File: config.mk
export PLATFORM = sky130hd
export DESIGN_NAME = addsub_16bit_seq
export DESIGN_NICKNAME = d
export VERILOG_FILES = /design/src/rtl/addsub_16bit_seq.sv
export SDC_FILE = /design/constraint.sdc
export NUM_CORES = 1
export LEC_CHECK = 0
export ABC_AREA = 1
export CAP_MARGIN = 20
export CORE_MARGIN = 5
export CORE_UTILIZATION = 35
export CTS_CLUSTER_SIZE = 16
export DETAILED_ROUTE_END_ITERATION = 6
export PLACE_DENSITY = 0.6
export SLEW_MARGIN = 10
export SYNTH_ARGS = -nofsm -noshare
export SYNTH_HDL_FRONTEND = slang
export SYNTH_SLANG_ARGS = --single-unit
File: constraint.sdc
create_clock -name clk -period 9.6 [get_ports clk]
set_clock_uncertainty 0.2 [all_clocks]
set_input_delay 1.92 -clock clk [delete_from_list [all_inputs] [get_ports clk]]
set_output_delay 1.92 -clock clk [all_outputs]
set_load 0.005 [all_outputs]
File: src/rtl/addsub_16bit_seq.sv
`default_nettype none
// ============================================================================
//  Module   : addsub_16bit_seq
//  Purpose  : Multi-cycle two's-complement add/subtract. A single SLICE-bit
//             adder with carry-in is stepped across the operands one slice
//             per cycle, LSB slice first, with the inter-slice carry held in
//             a register. Produces an optionally saturated result plus the
//             V/Z/N flags for the flag register.
//  Ports    : clk, rst_n (async, active low)
//             start, A, B, sub, sat  - request and operands, sampled when idle
//             busy                   - high while slices are being processed
//             done                   - one-cycle pulse, Sum/flags valid
//             Sum, Ovfl, Z, N        - result and flags, held until next done
//  Revision : 1.0  initial release
// ============================================================================
module addsub_16bit_seq #(
  parameter int WIDTH = 16,
  parameter int SLICE = 4
) (
  input  logic             clk,
  input  logic             rst_n,
  input  logic             start,
  input  logic [WIDTH-1:0] A,
  input  logic [WIDTH-1:0] B,
  input  logic             sub,
  input  logic             sat,
  output logic             busy,
  output logic             done,
  output logic [WIDTH-1:0] Sum,
  output logic             Ovfl,
  output logic             Z,
  output logic             N
);

  localparam int c_NSL = WIDTH / SLICE;
  localparam int c_IW  = (c_NSL > 1) ? $clog2(c_NSL) : 1;
  localparam logic [c_IW-1:0] c_LAST = c_IW'(c_NSL - 1);

  localparam logic [1:0] S_IDLE = 2'd0;
  localparam logic [1:0] S_RUN  = 2'd1;
  localparam logic [1:0] S_DONE = 2'd2;

  localparam logic [WIDTH-1:0] c_SAT_NEG = {1'b1, {(WIDTH-1){1'b0}}};
  localparam logic [WIDTH-1:0] c_SAT_POS = {1'b0, {(WIDTH-1){1'b1}}};

  logic [1:0]       r_state;
  logic [1:0]       w_next;
  logic [WIDTH-1:0] r_a;
  logic [WIDTH-1:0] r_bx;     // B, already inverted for subtraction
  logic [WIDTH-1:0] r_res;    // raw result, filled a slice at a time
  logic             r_sat;
  logic             r_carry;
  logic [c_IW-1:0]  r_idx;

  logic             w_accept;
  logic             w_last;
  logic [SLICE-1:0] w_sl_a;
  logic [SLICE-1:0] w_sl_b;
  logic [SLICE:0]   w_sl_sum;
  logic             w_cin_msb;
  logic             w_ovf;
  logic [WIDTH-1:0] w_raw;
  logic [WIDTH-1:0] w_final;

  assign w_accept = start && (r_state != S_RUN);
  assign w_last   = (r_idx == c_LAST);

  // ---------------------------------------------------------------- FSM
  always_ff @(posedge clk or negedge rst_n) begin
    if (!rst_n) r_state <= S_IDLE;
    else        r_state <= w_next;
  end

  always_comb begin
    w_next = r_state;
    case (r_state)
      S_IDLE:  if (start) w_next = S_RUN;
      S_RUN:   if (w_last) w_next = S_DONE;
      S_DONE:  w_next = start ? S_RUN : S_IDLE;
      default: w_next = S_IDLE;
    endcase
  end

  always_comb begin
    busy = (r_state == S_RUN);
    done = (r_state == S_DONE);
  end

  // ---------------------------------------------------------------- slice
  always_comb begin
    w_sl_a = '0;
    w_sl_b = '0;
    for (int i = 0; i < c_NSL; i++) begin
      if (r_idx == c_IW'(i)) begin
        w_sl_a = r_a[i*SLICE +: SLICE];
        w_sl_b = r_bx[i*SLICE +: SLICE];
      end
    end
  end

  assign w_sl_sum = {1'b0, w_sl_a} + {1'b0, w_sl_b} + {{SLICE{1'b0}}, r_carry};

  // Carry into the slice MSB recovered from its sum bit; only meaningful on
  // the last slice, where it is the carry into bit WIDTH-1.
  assign w_cin_msb = w_sl_a[SLICE-1] ^ w_sl_b[SLICE-1] ^ w_sl_sum[SLICE-1];
  assign w_ovf     = w_cin_msb ^ w_sl_sum[SLICE];

  // Full raw result on the last slice: earlier slices from the register,
  // the top slice straight from the adder.
  always_comb begin
    w_raw = r_res;
    w_raw[WIDTH-1 -: SLICE] = w_sl_sum[SLICE-1:0];
  end

  // Saturation direction follows the sign of A: an overflow can only occur
  // when the effective operands share A's sign.
  assign w_final = (r_sat && w_ovf) ? (r_a[WIDTH-1] ? c_SAT_NEG : c_SAT_POS)
                                    : w_raw;

  // ---------------------------------------------------------------- datapath
  always_ff @(posedge clk or negedge rst_n) begin
    if (!rst_n) begin
      r_a     <= '0;
      r_bx    <= '0;
      r_res   <= '0;
      r_sat   <= 1'b0;
      r_carry <= 1'b0;
      r_idx   <= '0;
      Sum     <= '0;
      Ovfl    <= 1'b0;
      Z       <= 1'b0;
      N       <= 1'b0;
    end else if (w_accept) begin
      r_a     <= A;
      r_bx    <= B ^ {WIDTH{sub}};
      r_sat   <= sat;
      r_carry <= sub;             // +1 completes the two's-complement negate
      r_idx   <= '0;
    end else if (r_state == S_RUN) begin
      for (int i = 0; i < c_NSL; i++) begin
        if (r_idx == c_IW'(i)) r_res[i*SLICE +: SLICE] <= w_sl_sum[SLICE-1:0];
      end
      r_carry <= w_sl_sum[SLICE];
      r_idx   <= r_idx + 1'b1;
      if (w_last) begin
        Sum  <= w_final;
        Ovfl <= w_ovf;
        Z    <= (w_final == '0);
        N    <= w_final[WIDTH-1];
      end
    end
  end

endmodule
`default_nettype wire
Word-level counts from Yosys, hierarchy flattened
Cells that the tools add are included.
Widths: inputs -> output; s select.

storage, ports and cells
  input port bits = 37
  flip-flop bits (word level) = 69
  logic and storage cells = 58
  output and inout bits = 21

cells by class
  reductions and logical operators = 11
  multiplexer cells = 18
  bitwise logic cells = 5
  add/sub/neg operators = 3
  equal/unequal tests = 8

operator list
  operator             count
  $mux 16              2
  $mux 4               8
  $logic_not 16->1     1
  $xor 16x16->16       1
  $reduce_and 3->1     4
  $mux 2               4
  $eq 2x2->1 const B   3
  $pmux 2 s3           1
  $add 4x4->5          1
  $add 5x1->5          1
  $eq 2x1->1 const B   2
  $logic_not 2->1      2
  $ne 2x1->1 const B   2
  $mux 1               3
  $xor 1x1->1          3
  $add 2x1->2 const B  1
  $logic_and 1x1->1    2
  $ne 2x2->1 const B   1
  $reduce_and 2->1     1
  $reduce_bool 2->1    1
  $not 1->1            1

Depth between registers and ports, before layout
  depth in word-level cells = 12
  gate-level depth with buffers = 22
  depth with buffers taken out = 22

Worst setup path before layout
Ideal clock, no wire load.

  kind = flip-flop to flip-flop
  from = reg r_idx[0]
  to = reg Z
  period minus slack after synthesis = 3,249 ps
  setup time = 65 ps
  path buffers = 1
  stages on the path, launching flop included = 20
  required time = 9,335 ps
  arrival = 2,984 ps
  slack = 6,351 ps
  cells stage by stage = dfrtp_1 -> ha_1 -> nor2_1 -> a22oi_1 -> o21ai_0 -> o21ai_0 -> fa_1 -> fa_1 -> inv_1 -> nand2_1 -> nand2_1 -> nand2_1 -> nand2_4 -> nand3_4 -> buf_6 -> o21ai_2 -> nand2_1 -> nor2_1 -> nand3_1 -> nand2_1

between the ends
  cells in the longest elaborated chain, start to end = 12
  elaborated cells between the ends (all ways) = 21
  those cells by class = 2 x add/sub; 3 x eq/ne; 9 x mux; 3 x bitwise; 4 x reduce/logical

RTL lines
  what                    line  text
  from (decl)             53    logic [c_IW-1:0] r_idx;
  from (signal assigned)  144   r_idx <= r_idx + 1'b1;
  $logic_not 2->1         94    if (r_idx == c_IW'(i)) begin
  $mux 4 (4 in a row)     94
  $add 4x4->5             101   assign w_sl_sum = {1'b0, w_sl_a} + {1'b0, w_sl_b} + {{SLICE{1'b0}}, r_carry};
  $add 5x1->5             101
  $xor 1x1->1             105   assign w_cin_msb = w_sl_a[SLICE-1] ^ w_sl_b[SLICE-1] ^ w_sl_sum[SLICE-1];
  $xor 1x1->1             106   assign w_ovf = w_cin_msb ^ w_sl_sum[SLICE];
  $logic_and 1x1->1       117   assign w_final = (r_sat && w_ovf) ? (r_a[WIDTH-1] ? c_SAT_NEG : c_SAT_POS)
  $mux 16                 117
  $logic_not 16->1        148   Z <= (w_final == '0);
  to (signal assigned)    148
  to (decl)               31    output logic Z,

Parallel ways exist; a longest one is shown, timed or not.
A chain may end at the register's enable or synchronous reset.

Final worst setup path
Ends and elaborated chain as after synthesis.

==> run summary <==
=====================================================================================
Result of the run                                                        finished clean
Fill cell instance count of the final layout                                     1016
Number of distinct library cells after synthesis                                   38
Overall die area                                                          11800 sq um
Most frequently used flop master after synthesis                         sky130_fd_sc_hd__dfrtp_1
Biggest area contributors in the synthesized netlist                     sky130_fd_sc_hd__dfrtp_1, sky130_fd_sc_hd__nand2_1, sky130_fd_sc_hd__a2bb2oi_2
Setup repair after global routing missed its margin                                no
Routed length per placed instance                                             12.2 um
Global-route wire length before repair                                       12400 um
Signed area change from the synthesized netlist to the final layout             24.6%
Post-CTS Setup Bufs                                                                 0
MaxCap Viol Count                                                                   0
Worst slew margin relative to its limit                                         40.7%
Critical Path Fanout Max                                                           19
Setup Viol. Count Final                                                             0
Data arrival time of the worst path                                           3980 ps
Grt ovf                                                                             0
Number of flip-flops and latches in the synthesized netlist                        68
Number of routed nets with antenna violations                                       0
Required time of the critical path                                            9680 ps
Final worst path period share                                                   40.7%
Highest-delay cell along the critical path                               sky130_fd_sc_hd__fa_1
Element type at the critical path end                                            flop
Proportion of synthesized chip area in sequential cells                         49.8%
Number of antenna repair diodes                                                     0
Async set-or-reset flop fraction in the synthesized netlist                      100%
Cell type group with the largest total delay on the critical path        simple AND/OR/NAND/NOR gates
Clock transition at path regs                                                   70 ps
P per Cell Area                                                           374 nW/um^2
Worst vdd ir                                                               0.000145 V
TNS Setup                                                                        0 ps
DRC violation count after routing                                                   0
Clock tree from TritonCTS                                                        done
Post-Syn Area                                                              3420 sq um
Drt first pass iters                                                                4
Combined area of the multi-input logic cells                               1470 sq um
First DRT Iteration DRCs                                                          106
Buffer and inverter count on the worst path                                         1
Worst Path Class, Setup                                                  flop to flop
Horizontal extent of the die                                                   109 um
Antenna violations before repair                                                    0
Via count                                                                        2596
Clock Latency Late Sink                                                        340 ps
Clock Path Buffers                                                                  2
Starting Density                                                                35.5%
Post-Syn Area per Cell                                                     8.90 sq um
EDFF count, synth                                                                   0
Type of the most critical hold path                                      flop to flop
Net count after synthesis                                                         430
Setup crit start kind                                                            flop
Site Rows                                                                          36
Worst slack after detailed placement                                          5670 ps
Total I/O pin count                                                                58
Number of max-slew violations in the final report                                   0
Commonest non-fill, non-tap cells in the layout                          sky130_fd_sc_hd__nand2_1, sky130_fd_sc_hd__dfrtp_1, sky130_fd_sc_hd__clkdlybuf4s50_1
Hold-fix buffers at CTS                                                             0
Least setup slack across all paths after layout                               5700 ps
Most frequent standard cell in the layout excluding fill and tap cells   sky130_fd_sc_hd__nand2_1
Post_cts resized                                                                    0
Die extent in y                                                                109 um
Via count normalized by instance count                                           4.51
Util after Layout                                                               44.2%
Placeable core region                                                      9640 sq um
Total global routing track utilization                                          13.3%
Hpwl dp                                                                       5190 um
Biggest area consumer among synthesized cells                            sky130_fd_sc_hd__dfrtp_1
Slew at the pin closest to its max-slew limit                                  886 ps
Clock buffers created by TritonCTS                                                  9
Post-layout nets                                                                  484
Layout cells sized above 1                                                      8.82%
Clock tree root buffer cell                                              sky130_fd_sc_hd__clkbuf_8
Num Clock Sinks                                                                    68
Number of endpoints with negative hold slack in the final report                    0
Final weighted congestion of routability-driven global placement                0.759
Static leakage power                                                          1.99 nW
CP dominant cell by count                                                sky130_fd_sc_hd__nand2_1
H-tree depth                                                                        3
Count of synthesis-stage warnings from yosys                                        0
Post-synthesis instance total                                                     384
Pin count of the biggest net entering global routing                               69
Largest incremental delay on the critical path                                 500 ps
Min Tclk post-route                                                           3900 ps
Sequential standard cell area                                              1700 sq um
Number of port buffers                                                             57
Via count of the first global-routing pass                                       2728
Cells along the critical path                                            ha_1 > nor2_1 > a22oi_1 > o21ai_0 > o21ai_0 > fa_1 > fa_1 > inv_1 > nand2_1 > nand2_1 > nand2_1 > nand2_4 > nand3_4 > nand2_1 > nand3_1 > nor2_1 > nand3_1 > nand2_1
Total Routed Length                                                           7010 um
Post-synth top area share                                                       49.8%
Fmax                                                                          256 MHz
=====================================================================================
[worst min-delay path, cell delays in order, from the launching register on]
cell	delay, ps
sky130_fd_sc_hd__dfrtp_1	340
sky130_fd_sc_hd__nand2_1	50
sky130_fd_sc_hd__nand2_1	40
[synthesized netlist by cell type, drive strengths merged (3+ instances only)]
library cell,number
nor2,15
inv,41
nand3,9
o22ai,3
clkbuf,5
o21a,3
ha,7
a22oi,3
buf,11
a21oi,7
xor2,15
o221ai,3
o21ai,38
a2bb2oi,12
dfrtp,68
nand2,128
xnor2,3
[area by class of cell]
class                   instances  share of cell area (%)
clock buffers                  13                    3.50
clock inverters                 2                   0.823
inverters                      43                    3.79
multi-input cells             257                    34.4
flip-flops and latches         68                    40.0
well taps                     133                    3.91
repair buffers                 59                    13.6
[cell families after synthesis]
logic type               share of synthesized area [%]
AND/OR/NAND/NOR                                   19.0
buffers and inverters                             7.43
XOR/XNOR                                          4.61
adder cells (fa/ha/maj)                           3.73
AO/OA/AOI/OAI                                     15.4
flip-flops                                        49.8
[per-stage QoR]
| stage | instance area, sq um | hold WS [ps] | power, mW | cells |
|---|---|---|---|---|
| finish | 4260 | 264 | 1.59 | 575 |
| floorplan | 3420 | 237 | 1.13 | 384 |
| CTS | 4260 | 273 | 1.62 | 575 |
| global placement | 4080 | 255 | 1.36 | 560 |
| global route | 4260 | 300 | 1.78 | 575 |
| detailed placement | 4080 | 256 | 1.39 | 560 |
[final timing paths]
path | startpoint | end | slack, ps | cells past startpoint
min in group asynchronous | rst_n | Sum[5]$_DFFE_PN0P_ | 1560 | 2
min reg2reg | r_a[12]$_DFFE_PN0P_ | r_a[12]$_DFFE_PN0P_ | 260 | 2
min | r_a[12]$_DFFE_PN0P_ | r_a[12]$_DFFE_PN0P_ | 260 | 2
max in group asynchronous | rst_n | r_a[15]$_DFFE_PN0P_ | 7060 | 2
max reg2reg | r_idx[0]$_DFFE_PN0P_ | Z$_DFFE_PN0P_ | 5700 | 18
max | r_idx[0]$_DFFE_PN0P_ | Z$_DFFE_PN0P_ | 5700 | 18
[where the power goes]
group / switching (mW) / total, mW / internal [mW]
combinational: 0.499 / 0.864 / 0.365
sequential: 0.0773 / 0.503 / 0.426
clock: 0.103 / 0.228 / 0.126
[routing by layer]
layer	track usage, %	up-vias	part of all wire [%]
met5	0	-	0
met4	5.14	0	1.6
met3	3.14	10	4.1
met1	17.2	1187	47
li1	-	1342	-
met2	21.8	57	47
[registers in the layout, summed over array words and instances (netlist names)]
name and cells:
r_bx 16, r_carry 1, Z 1, Ovfl 1, r_state 2, r_res 12
r_sat 1, r_idx 2, r_a 16, Sum 16
(Power assumes the default switching activity.)
